**src/rtl/muldiv_sequencer_pkg.sv**
```systemverilog
// Shared definitions for the MULTU/DIVU sequencer: ALU function codes, op encodings, FSM states.
package muldiv_sequencer_pkg;

  localparam logic [2:0] ALU_AND = 3'b000;
  localparam logic [2:0] ALU_OR  = 3'b001;
  localparam logic [2:0] ALU_ADD = 3'b010;
  localparam logic [2:0] ALU_SUB = 3'b110;
  localparam logic [2:0] ALU_SLT = 3'b111;

  localparam logic OP_MULTU = 1'b0;
  localparam logic OP_DIVU  = 1'b1;

  localparam logic [4:0] ITER_LAST = 5'd31;

  typedef enum logic [2:0] {
    ST_IDLE,
    ST_MUL,
    ST_DIV_CMP,
    ST_DIV_SUB,
    ST_DONE
  } state_e;

endpackage

```
**src/rtl/muldiv_sequencer_if.sv**
```systemverilog
// Request/result handshake plus the shared-ALU operand bus between the sequencer and its parent.
interface muldiv_sequencer_if;
  logic        start;
  logic        op;
  logic [31:0] operand_a;
  logic [31:0] operand_b;
  logic        busy;
  logic        done;
  logic [31:0] hi;
  logic [31:0] lo;
  logic        div_by_zero;
  logic [2:0]  alu_control;
  logic [31:0] alu_a;
  logic [31:0] alu_b;
  logic [31:0] alu_result;

  modport master (
    output start, op, operand_a, operand_b, alu_result,
    input  busy, done, hi, lo, div_by_zero, alu_control, alu_a, alu_b
  );

  modport slave (
    input  start, op, operand_a, operand_b, alu_result,
    output busy, done, hi, lo, div_by_zero, alu_control, alu_a, alu_b
  );
endinterface

```
**src/rtl/muldiv_sequencer.sv**
```systemverilog
// Multi-cycle unsigned MULTU (shift-add) / DIVU (restoring) sequencer driving an external 32-bit ALU.
// Divide support is built only when MULDIV_DIV_EN is defined.
module muldiv_sequencer
  import muldiv_sequencer_pkg::*;
(
  input  logic              clk,
  input  logic              rst_n,
  muldiv_sequencer_if.slave bus
);

  state_e      state_q, state_d;
  logic [4:0]  cnt_q, cnt_d;
  logic [31:0] hi_q, hi_d;
  logic [31:0] lo_q, lo_d;
  logic [31:0] mcand_q, mcand_d;

  logic        busy, done, carry;
  logic [2:0]  alu_ctrl;
  logic [31:0] alu_a, alu_b;

`ifdef MULDIV_DIV_EN
  logic [31:0] divisor_q, divisor_d;
  logic        lt_q, lt_d;
  logic        dbz_q, dbz_d;
  logic [31:0] rs;
  logic        ovf;

  assign rs  = {hi_q[30:0], lo_q[31]};
  assign ovf = hi_q[31];
`endif

  always_ff @(posedge clk or negedge rst_n) begin
    if (!rst_n) begin
      state_q   <= ST_IDLE;
      cnt_q     <= '0;
      hi_q      <= '0;
      lo_q      <= '0;
      mcand_q   <= '0;
`ifdef MULDIV_DIV_EN
      divisor_q <= '0;
      lt_q      <= 1'b0;
      dbz_q     <= 1'b0;
`endif
    end else begin
      state_q   <= state_d;
      cnt_q     <= cnt_d;
      hi_q      <= hi_d;
      lo_q      <= lo_d;
      mcand_q   <= mcand_d;
`ifdef MULDIV_DIV_EN
      divisor_q <= divisor_d;
      lt_q      <= lt_d;
      dbz_q     <= dbz_d;
`endif
    end
  end

  always_comb begin
    state_d   = state_q;
    cnt_d     = cnt_q;
    hi_d      = hi_q;
    lo_d      = lo_q;
    mcand_d   = mcand_q;
    busy      = 1'b0;
    done      = 1'b0;
    carry     = 1'b0;
    alu_ctrl  = ALU_AND;
    alu_a     = '0;
    alu_b     = '0;
`ifdef MULDIV_DIV_EN
    divisor_d = divisor_q;
    lt_d      = lt_q;
    dbz_d     = dbz_q;
`endif

    unique case (state_q)
      ST_IDLE: begin
        if (bus.start) begin
          mcand_d = bus.operand_a;
          hi_d    = '0;
          cnt_d   = '0;
          if (bus.op == OP_MULTU) begin
            lo_d    = bus.operand_b;
            state_d = ST_MUL;
          end else begin
`ifdef MULDIV_DIV_EN
            divisor_d = bus.operand_b;
            dbz_d     = 1'b0;
            if (bus.operand_b == '0) begin
              hi_d    = bus.operand_a;
              lo_d    = '1;
              dbz_d   = 1'b1;
              state_d = ST_DONE;
            end else begin
              lo_d    = bus.operand_a;
              state_d = ST_DIV_CMP;
            end
`else
            lo_d    = '0;
            state_d = ST_DONE;
`endif
          end
        end
      end

      ST_MUL: begin
        busy     = 1'b1;
        alu_ctrl = ALU_ADD;
        alu_a    = hi_q;
        alu_b    = lo_q[0] ? mcand_q : '0;
        // Wrapped sum below the addend means the 33rd product bit was carried out.
        carry    = bus.alu_result < hi_q;
        hi_d     = {carry, bus.alu_result[31:1]};
        lo_d     = {bus.alu_result[0], lo_q[31:1]};
        cnt_d    = cnt_q + 5'd1;
        if (cnt_q == ITER_LAST) state_d = ST_DONE;
      end

`ifdef MULDIV_DIV_EN
      ST_DIV_CMP: begin
        busy     = 1'b1;
        alu_ctrl = ALU_SLT;
        alu_a    = rs;
        alu_b    = divisor_q;
        lt_d     = bus.alu_result[0] & ~ovf;
        state_d  = ST_DIV_SUB;
      end

      ST_DIV_SUB: begin
        busy     = 1'b1;
        alu_ctrl = ALU_SUB;
        alu_a    = rs;
        alu_b    = divisor_q;
        hi_d     = lt_q ? rs : bus.alu_result;
        lo_d     = {lo_q[30:0], ~lt_q};
        cnt_d    = cnt_q + 5'd1;
        state_d  = (cnt_q == ITER_LAST) ? ST_DONE : ST_DIV_CMP;
      end
`endif

      ST_DONE: begin
        done    = 1'b1;
        state_d = ST_IDLE;
      end

      default: state_d = ST_IDLE;
    endcase
  end

  assign bus.busy        = busy;
  assign bus.done        = done;
  assign bus.hi          = hi_q;
  assign bus.lo          = lo_q;
  assign bus.alu_control = alu_ctrl;
  assign bus.alu_a       = alu_a;
  assign bus.alu_b       = alu_b;
`ifdef MULDIV_DIV_EN
  assign bus.div_by_zero = dbz_q;
`else
  assign bus.div_by_zero = 1'b0;
`endif

endmodule

```
**src/flat_wrapper.sv**
```systemverilog
// flat-port wrapper written by rule: the top's interface ports become plain ports
module muldiv_sequencer_flat import muldiv_sequencer_pkg::*;
  (clk, rst_n, bus_start, bus_op, bus_operand_a, bus_operand_b, bus_alu_result, bus_busy, bus_done, bus_hi, bus_lo, bus_div_by_zero, bus_alu_control, bus_alu_a, bus_alu_b);
  muldiv_sequencer_if bus_i ();
  input  logic clk;
  input  logic rst_n;
  input wire logic [$bits(bus_i.start)-1:0] bus_start;
  input wire logic [$bits(bus_i.op)-1:0] bus_op;
  input wire logic [$bits(bus_i.operand_a)-1:0] bus_operand_a;
  input wire logic [$bits(bus_i.operand_b)-1:0] bus_operand_b;
  input wire logic [$bits(bus_i.alu_result)-1:0] bus_alu_result;
  output wire logic [$bits(bus_i.busy)-1:0] bus_busy;
  output wire logic [$bits(bus_i.done)-1:0] bus_done;
  output wire logic [$bits(bus_i.hi)-1:0] bus_hi;
  output wire logic [$bits(bus_i.lo)-1:0] bus_lo;
  output wire logic [$bits(bus_i.div_by_zero)-1:0] bus_div_by_zero;
  output wire logic [$bits(bus_i.alu_control)-1:0] bus_alu_control;
  output wire logic [$bits(bus_i.alu_a)-1:0] bus_alu_a;
  output wire logic [$bits(bus_i.alu_b)-1:0] bus_alu_b;
  assign bus_i.start = bus_start;
  assign bus_i.op = bus_op;
  assign bus_i.operand_a = bus_operand_a;
  assign bus_i.operand_b = bus_operand_b;
  assign bus_i.alu_result = bus_alu_result;
  assign bus_busy = bus_i.busy;
  assign bus_done = bus_i.done;
  assign bus_hi = bus_i.hi;
  assign bus_lo = bus_i.lo;
  assign bus_div_by_zero = bus_i.div_by_zero;
  assign bus_alu_control = bus_i.alu_control;
  assign bus_alu_a = bus_i.alu_a;
  assign bus_alu_b = bus_i.alu_b;
  muldiv_sequencer u_core (.clk(clk), .rst_n(rst_n), .bus(bus_i));
endmodule
```
**config.mk**
```make
export PLATFORM = sky130hd
export DESIGN_NAME = muldiv_sequencer_flat
export DESIGN_NICKNAME = d
export VERILOG_FILES = /design/src/rtl/muldiv_sequencer_pkg.sv /design/src/rtl/muldiv_sequencer_if.sv /design/src/rtl/muldiv_sequencer.sv /design/src/flat_wrapper.sv
export SDC_FILE = /design/constraint.sdc
export NUM_CORES = 1
export LEC_CHECK = 0
export BUFFER_PORTS_ARGS = -buffer_cell sky130_fd_sc_hd__buf_4
export CAP_MARGIN = 20
export CORE_ASPECT_RATIO = 1.25
export CORE_MARGIN = 3
export CORE_UTILIZATION = 52
export DETAILED_ROUTE_END_ITERATION = 8
export GPL_ROUTABILITY_DRIVEN = 0
export PLACE_DENSITY = 0.95
export RECOVER_POWER = 50
export SKIP_LAST_GASP = 1
export SLEW_MARGIN = 20
export SYNTH_ARGS = -nofsm -noshare
export SYNTH_HDL_FRONTEND = slang
export SYNTH_SLANG_ARGS = --single-unit
```
**constraint.sdc**
```tcl
create_clock -name clk -period 4 [get_ports clk]
set_input_delay 0.4 -clock clk [delete_from_list [all_inputs] [get_ports clk]]
set_output_delay 0.4 -clock clk [all_outputs]
set_load 0.03 [all_outputs]
```
# After elaboration in Yosys (flattened, before gate mapping)
# Cells that the tools add are included.
# Widths: inputs -> output; s select.
[classes]
magnitude_cmp = 1
mux = 17
add_sub_neg = 1
n_eq_ne = 5
reduce_logical = 5
[ops]
columns = ["operator", "count"]
rows = [
  ["$mux 32", 6],
  ["$pmux 32 s2", 2],
  ["$lt 32x32->1", 1],
  ["$pmux 5 s2", 1],
  ["$mux 3", 3],
  ["$pmux 3 s2", 1],
  ["$reduce_and 2->1", 3],
  ["$add 5x1->5 const B", 1],
  ["$eq 5x5->1 const B", 1],
  ["$mux 5", 1],
  ["$eq 3x1->1 const B", 1],
  ["$eq 3x3->1 const B", 1],
  ["$logic_not 3->1", 1],
  ["$mux 1", 2],
  ["$mux 2", 1],
  ["$ne 2x1->1 const B", 1],
  ["$ne 2x2->1 const B", 1],
  ["$reduce_bool 2->1", 1],
]
[totals]
in_bits = 100
ff_bits = 104
elab_cells = 34
output_inout_bits = 134

# Longest topological paths before layout
[depth]
depth_word = 3
depth_mapped = 7
depth_no_buf = 7

# Worst setup path before layout
# OpenSTA, ideal clock, no wires.
[synth_timing]
kind = "reg-to-output"
startpoint = "register u_core.state_q[2]"
endpoint = "output bus_alu_a[0]"
path_slack_ps = 2162
stages_incl_launch_ff = 7
arrival_time_ps = 1438
required_ps = 3600
n_path_buf = 3
cell_sequence = "dfrtp_1 > buf_6 > nand2b_1 > buf_4 > inv_4 > buf_2 > and2_1"
[synth_via]
elab_chain_len = 2
[synth_lines]
columns = ["element", "line", "rtl"]
rows = [
  ["start: declaration", "muldiv_sequencer.sv:11", "state_e state_q, state_d;"],
  ["start signal: assignment", "muldiv_sequencer.sv:45", "state_q <= state_d;"],
  ["$eq 3x1->1", "muldiv_sequencer.sv:76", "unique case (state_q)"],
  ["$mux 32", "muldiv_sequencer.sv:76", ""],
  ["end: declaration", "flat_wrapper.sv:18", "output wire logic [$bits(bus_i.alu_a)-1:0] bus_alu_a;"],
]
# Every way passes these cells.

# Final worst setup path
[layout_timing]
startpoint = "register u_core.state_q[0]"
endpoint = "register u_core.hi_q[31] (netlist: u_core.bus.hi[31])"
[layout_via]
elab_chain_len = 3
elab_cells_between_ends = 6
cone_classes = "eq/ne: 2; mux: 1; reduce/logical: 3"
[layout_lines]
columns = ["element", "line", "rtl"]
rows = [
  ["$eq 3x1->1 / $logic_not 3->1 (equally long branches)", "muldiv_sequencer.sv:76", ""],
  ["$reduce_bool 2->1 (no line) / $ne 2x2->1 (equally long branches)", "n/a", ""],
  ["$reduce_and 2->1 (no line)", "n/a", ""],
  ["end signal: assignment", "muldiv_sequencer.sv:47", "hi_q <= hi_d;"],
  ["end: declaration", "muldiv_sequencer.sv:13", "logic [31:0] hi_q, hi_d;"],
]
# Several ways; a longest one is shown, not always the timed one.
# A chain may end at the register's enable or synchronous reset.

==> impl_metrics.csv <==
group,metric,value,unit
final_layout,drive_gt1_share,30.2,%
floorplanning,dieWidth,98.6,um
cts,cts_tree,"built",
final_layout,final_common_cell,"buf_4",
logic_synthesis,avgSynthCellArea,10.5,um^2
sta,rsz0062_at_grt,"no",
logic_synthesis,yosys.cell_types.count,40,
placed_design,hpwl,11.6,mm
setup_path,reg2regPathDepth,6,
drt,vias,5050,
cts,clk_pin_slew,0.07,ns
cts,cts_sinks,103,
status,failed_checks,"capacitance limit, slew limit",
drt,viasPerCell,5.78,
pwr,power.leakage,3.76,nW
setup_path,critPathRequiredTime,4.26,ns
logic_synthesis,synth_seq_cells,103,
setup_path,reg2reg_slack,1.17,ns
cts,cts_hold_buf,0,
floorplanning,io_pins,234,
logic_synthesis,synthMuxAreaShare,8.72,%
cts,clockBufferDepth,2,
cts,insertion_delay,0.34,ns
setup_path,path_max_fanout,35,
final_layout,syn2layout_area_growth,32.7,%
logic_synthesis,synth-compound-area-share,18.4,%
logic_synthesis,synth_edf_count,0,
setup_path,r2r_end,"u_core.bus.hi[31]",
sta,slew_headroom,-31.4,%
drt,post_drt_wl_per_cell,18.2,um
logic_synthesis,synth_top_family_by_area,"compound AO/OA/AOI/OAI gates",
setup_path,path_buf_inv,1,
hold_path,whs_path_depth,3,
final_layout,antennaDiodeCount,0,
floorplanning,die_area,12000,um^2
pwr,ir_worst_vdd,505,uV
setup_path,cpLargestDelayFamily,"compound AO/OA/AOI/OAI gates",
cts,post-cts-setup-buffers,0,
sta,fin_ws,1.17,ns
setup_path,arrival,3.09,ns
sta,final.min_clock_period,2.83,ns
pwr,p_per_area,832,nW/um^2
sta,timing.final.hold_violations,0,
global_routing,grt_overflow_total,0,
flow_run,maxCapViolCount,2,
logic_synthesis,synth_warnings,0,
final_layout,final_cell_mix,"buf_4 (171), dfrtp_1 (103), clkbuf_1 (64)",
logic_synthesis,synthAdderAreaFrac,7.41,%
floorplanning,core_area,10300,um^2
drt,first_pass_iters,5,
global_routing,grt_pass1_wl,25.0,mm
hold_path,hold_end,"u_core.bus.lo[30]",
setup_path,critPathSlowestCell,"o21bai_1",
floorplanning,rows,41,
cts,htreeDepth,3,
setup_path,path_common_cell,"nand2_1",
sta,finalClockSkew,0.00641,ns
final_layout,final_cells,873,
final_layout,fin_nets,872,
drt,drc,0,
placed_design,place_ws,1.65,ns
hold_path,hold_class,"in2reg",
logic_synthesis,netlist_area,5570,um^2
global_routing,grt_max_degree,87,
final_layout,nFillCells,790,
placed_design,numPortBuffers,230,
setup_path,critical_path_class,"reg2reg",
logic_synthesis,seq_area_frac_synth,46.3,%
drt,drt-total-wl,15.9,mm
setup_path,endpoint_kind,"flip-flop",
global_routing,first_global_vias,5086,
sta,finalCritPeriodShare,70.8,%
global_routing,grt_use_total,25.9,%
logic_synthesis,async_flop_share,100,%
cts,ctsResizeCount,0,
floorplanning,die_h,122,um
setup_path,crit_path_max_incr_delay,1.48,ns
floorplanning,start_util,54.3,%
global_routing,antenna_found_initial,0,
logic_synthesis,yosys.area_share.xor_xnor,0,%
sta,finalSetupViolCount,0,
logic_synthesis,synthFlopType,"dfrtp_1",
sta,setup_tns,0,ns
drt,drt-initial-drc-count,222,
logic_synthesis,synthCells,533,
logic_synthesis,synth-simple-area-share,12.4,%
setup_path,cp-start-kind,"flip-flop",
drt,ant_nets,0,
status,outcome,"finished, violations left",
setup_path,cp_cell_sequence,"buf_4 -> o21bai_1 -> nand2_1 -> nand2_1 -> o22ai_1 -> a41oi_1",
setup_path,r2r-start,"u_core.state_q[0]",
cts,cts_made_buffers,9,
hold_path,hold_start,"bus_operand_b[30]",
sta,fmax,0.353,GHz
sta,maxSlewViolCount,108,
sta,worst_pin_slew,1.97,ns
placed_design,placed_cells,857,
cts,cts-root-buf,"clkbuf_16",
worst min-delay path: stages:
cell,delay (ns)
buf_4,0.08
a222oi_1,0.05
inv_1,0.05
per-stage QoR:
step	instance area (um^2)	hold WS, ns	utilization (%)	total power, mW
floorplan	5580	0.104	-	4.14
global placement	7290	0.459	71.0	5.23
detailed placement	7290	0.475	71.0	5.36
CTS	7630	0.260	74.4	6.39
global route	7390	0.277	72.0	6.51
finish	7390	0.282	72.0	6.15
Yosys cell counts, types with 3 or more instances:
cell type	count	area share, %
and3_1	33	3.7
a22o_1	34	5.3
nand2_1	13	0.88
nor2_1	36	2.4
ha_1	33	7.4
o21ai_1	4	0.36
dfrtp_1	103	46
mux2_2	4	0.81
inv_1	36	2.4
nand2b_1	4	0.45
buf_6	5	1.0
mux2_4	28	7.5
o21ai_0	28	2.5
a21oi_1	40	3.6
nand4_1	3	0.34
nor2b_1	30	3.4
a222oi_1	3	0.54
buf_4	5	0.67
buf_2	11	0.99
a22oi_1	29	3.9
clkbuf_1	22	1.5
o21a_1	3	0.40
final cells by class:
class                      count  area (um^2)  share of cell area (%)
multi-input combinational    352         2640                    35.7
sequential                   103         2580                    34.9
timing repair buffer         236         1530                    20.7
clock buffer                   9          225                    3.05
tap                          129          161                    2.18
inverter                      37          141                    1.91
clock inverter                 7          120                    1.63
sequential cells by signal, indices dropped and copies added, names as in the netlist:
register,flops
u_core.cnt_q,5
u_core.state_q,2
u_core.bus.hi,32
u_core.mcand_q,32
u_core.bus.lo,32
where the power goes:
group	leakage [nW]	switching (mW)	internal, mW
clock network	0.166	0.385	0.614
registers	1.29	0.409	1.49
logic	2.31	2.05	1.19
cells by family after synthesis:
logic type,after synthesis
flops,103
mux,34
fa+ha+maj,33
buf+inv,80
simple gates,129
other cells,1
compound gates,153
layer usage:
layer  GRT usage (%)  share of wire (%)  vias to the layer above
li1                -                  -                     2297
met1            30.8                 38                     2461
met2            44.8                 51                      237
met3            4.58                7.3                       55
met4            13.5                4.1                        0
met5               0                  0                        -
worst max-delay path by stage:
stage | from | slack, ns | cells past startpoint | end
floorplan | u_core.state_q[2] | 2.16 | 6 | bus_alu_a[0]
global placement | u_core.state_q[2] | 1.76 | 6 | u_core.bus.lo[28]
detailed placement | u_core.state_q[2] | 1.65 | 6 | u_core.bus.lo[28]
CTS | u_core.state_q[2] | 1.39 | 5 | bus_alu_b[2]
global route | u_core.state_q[0] | 0.87 | 6 | u_core.bus.hi[31]
finish | u_core.state_q[0] | 1.17 | 6 | u_core.bus.hi[31]
Power figures use the tool's default switching activity.
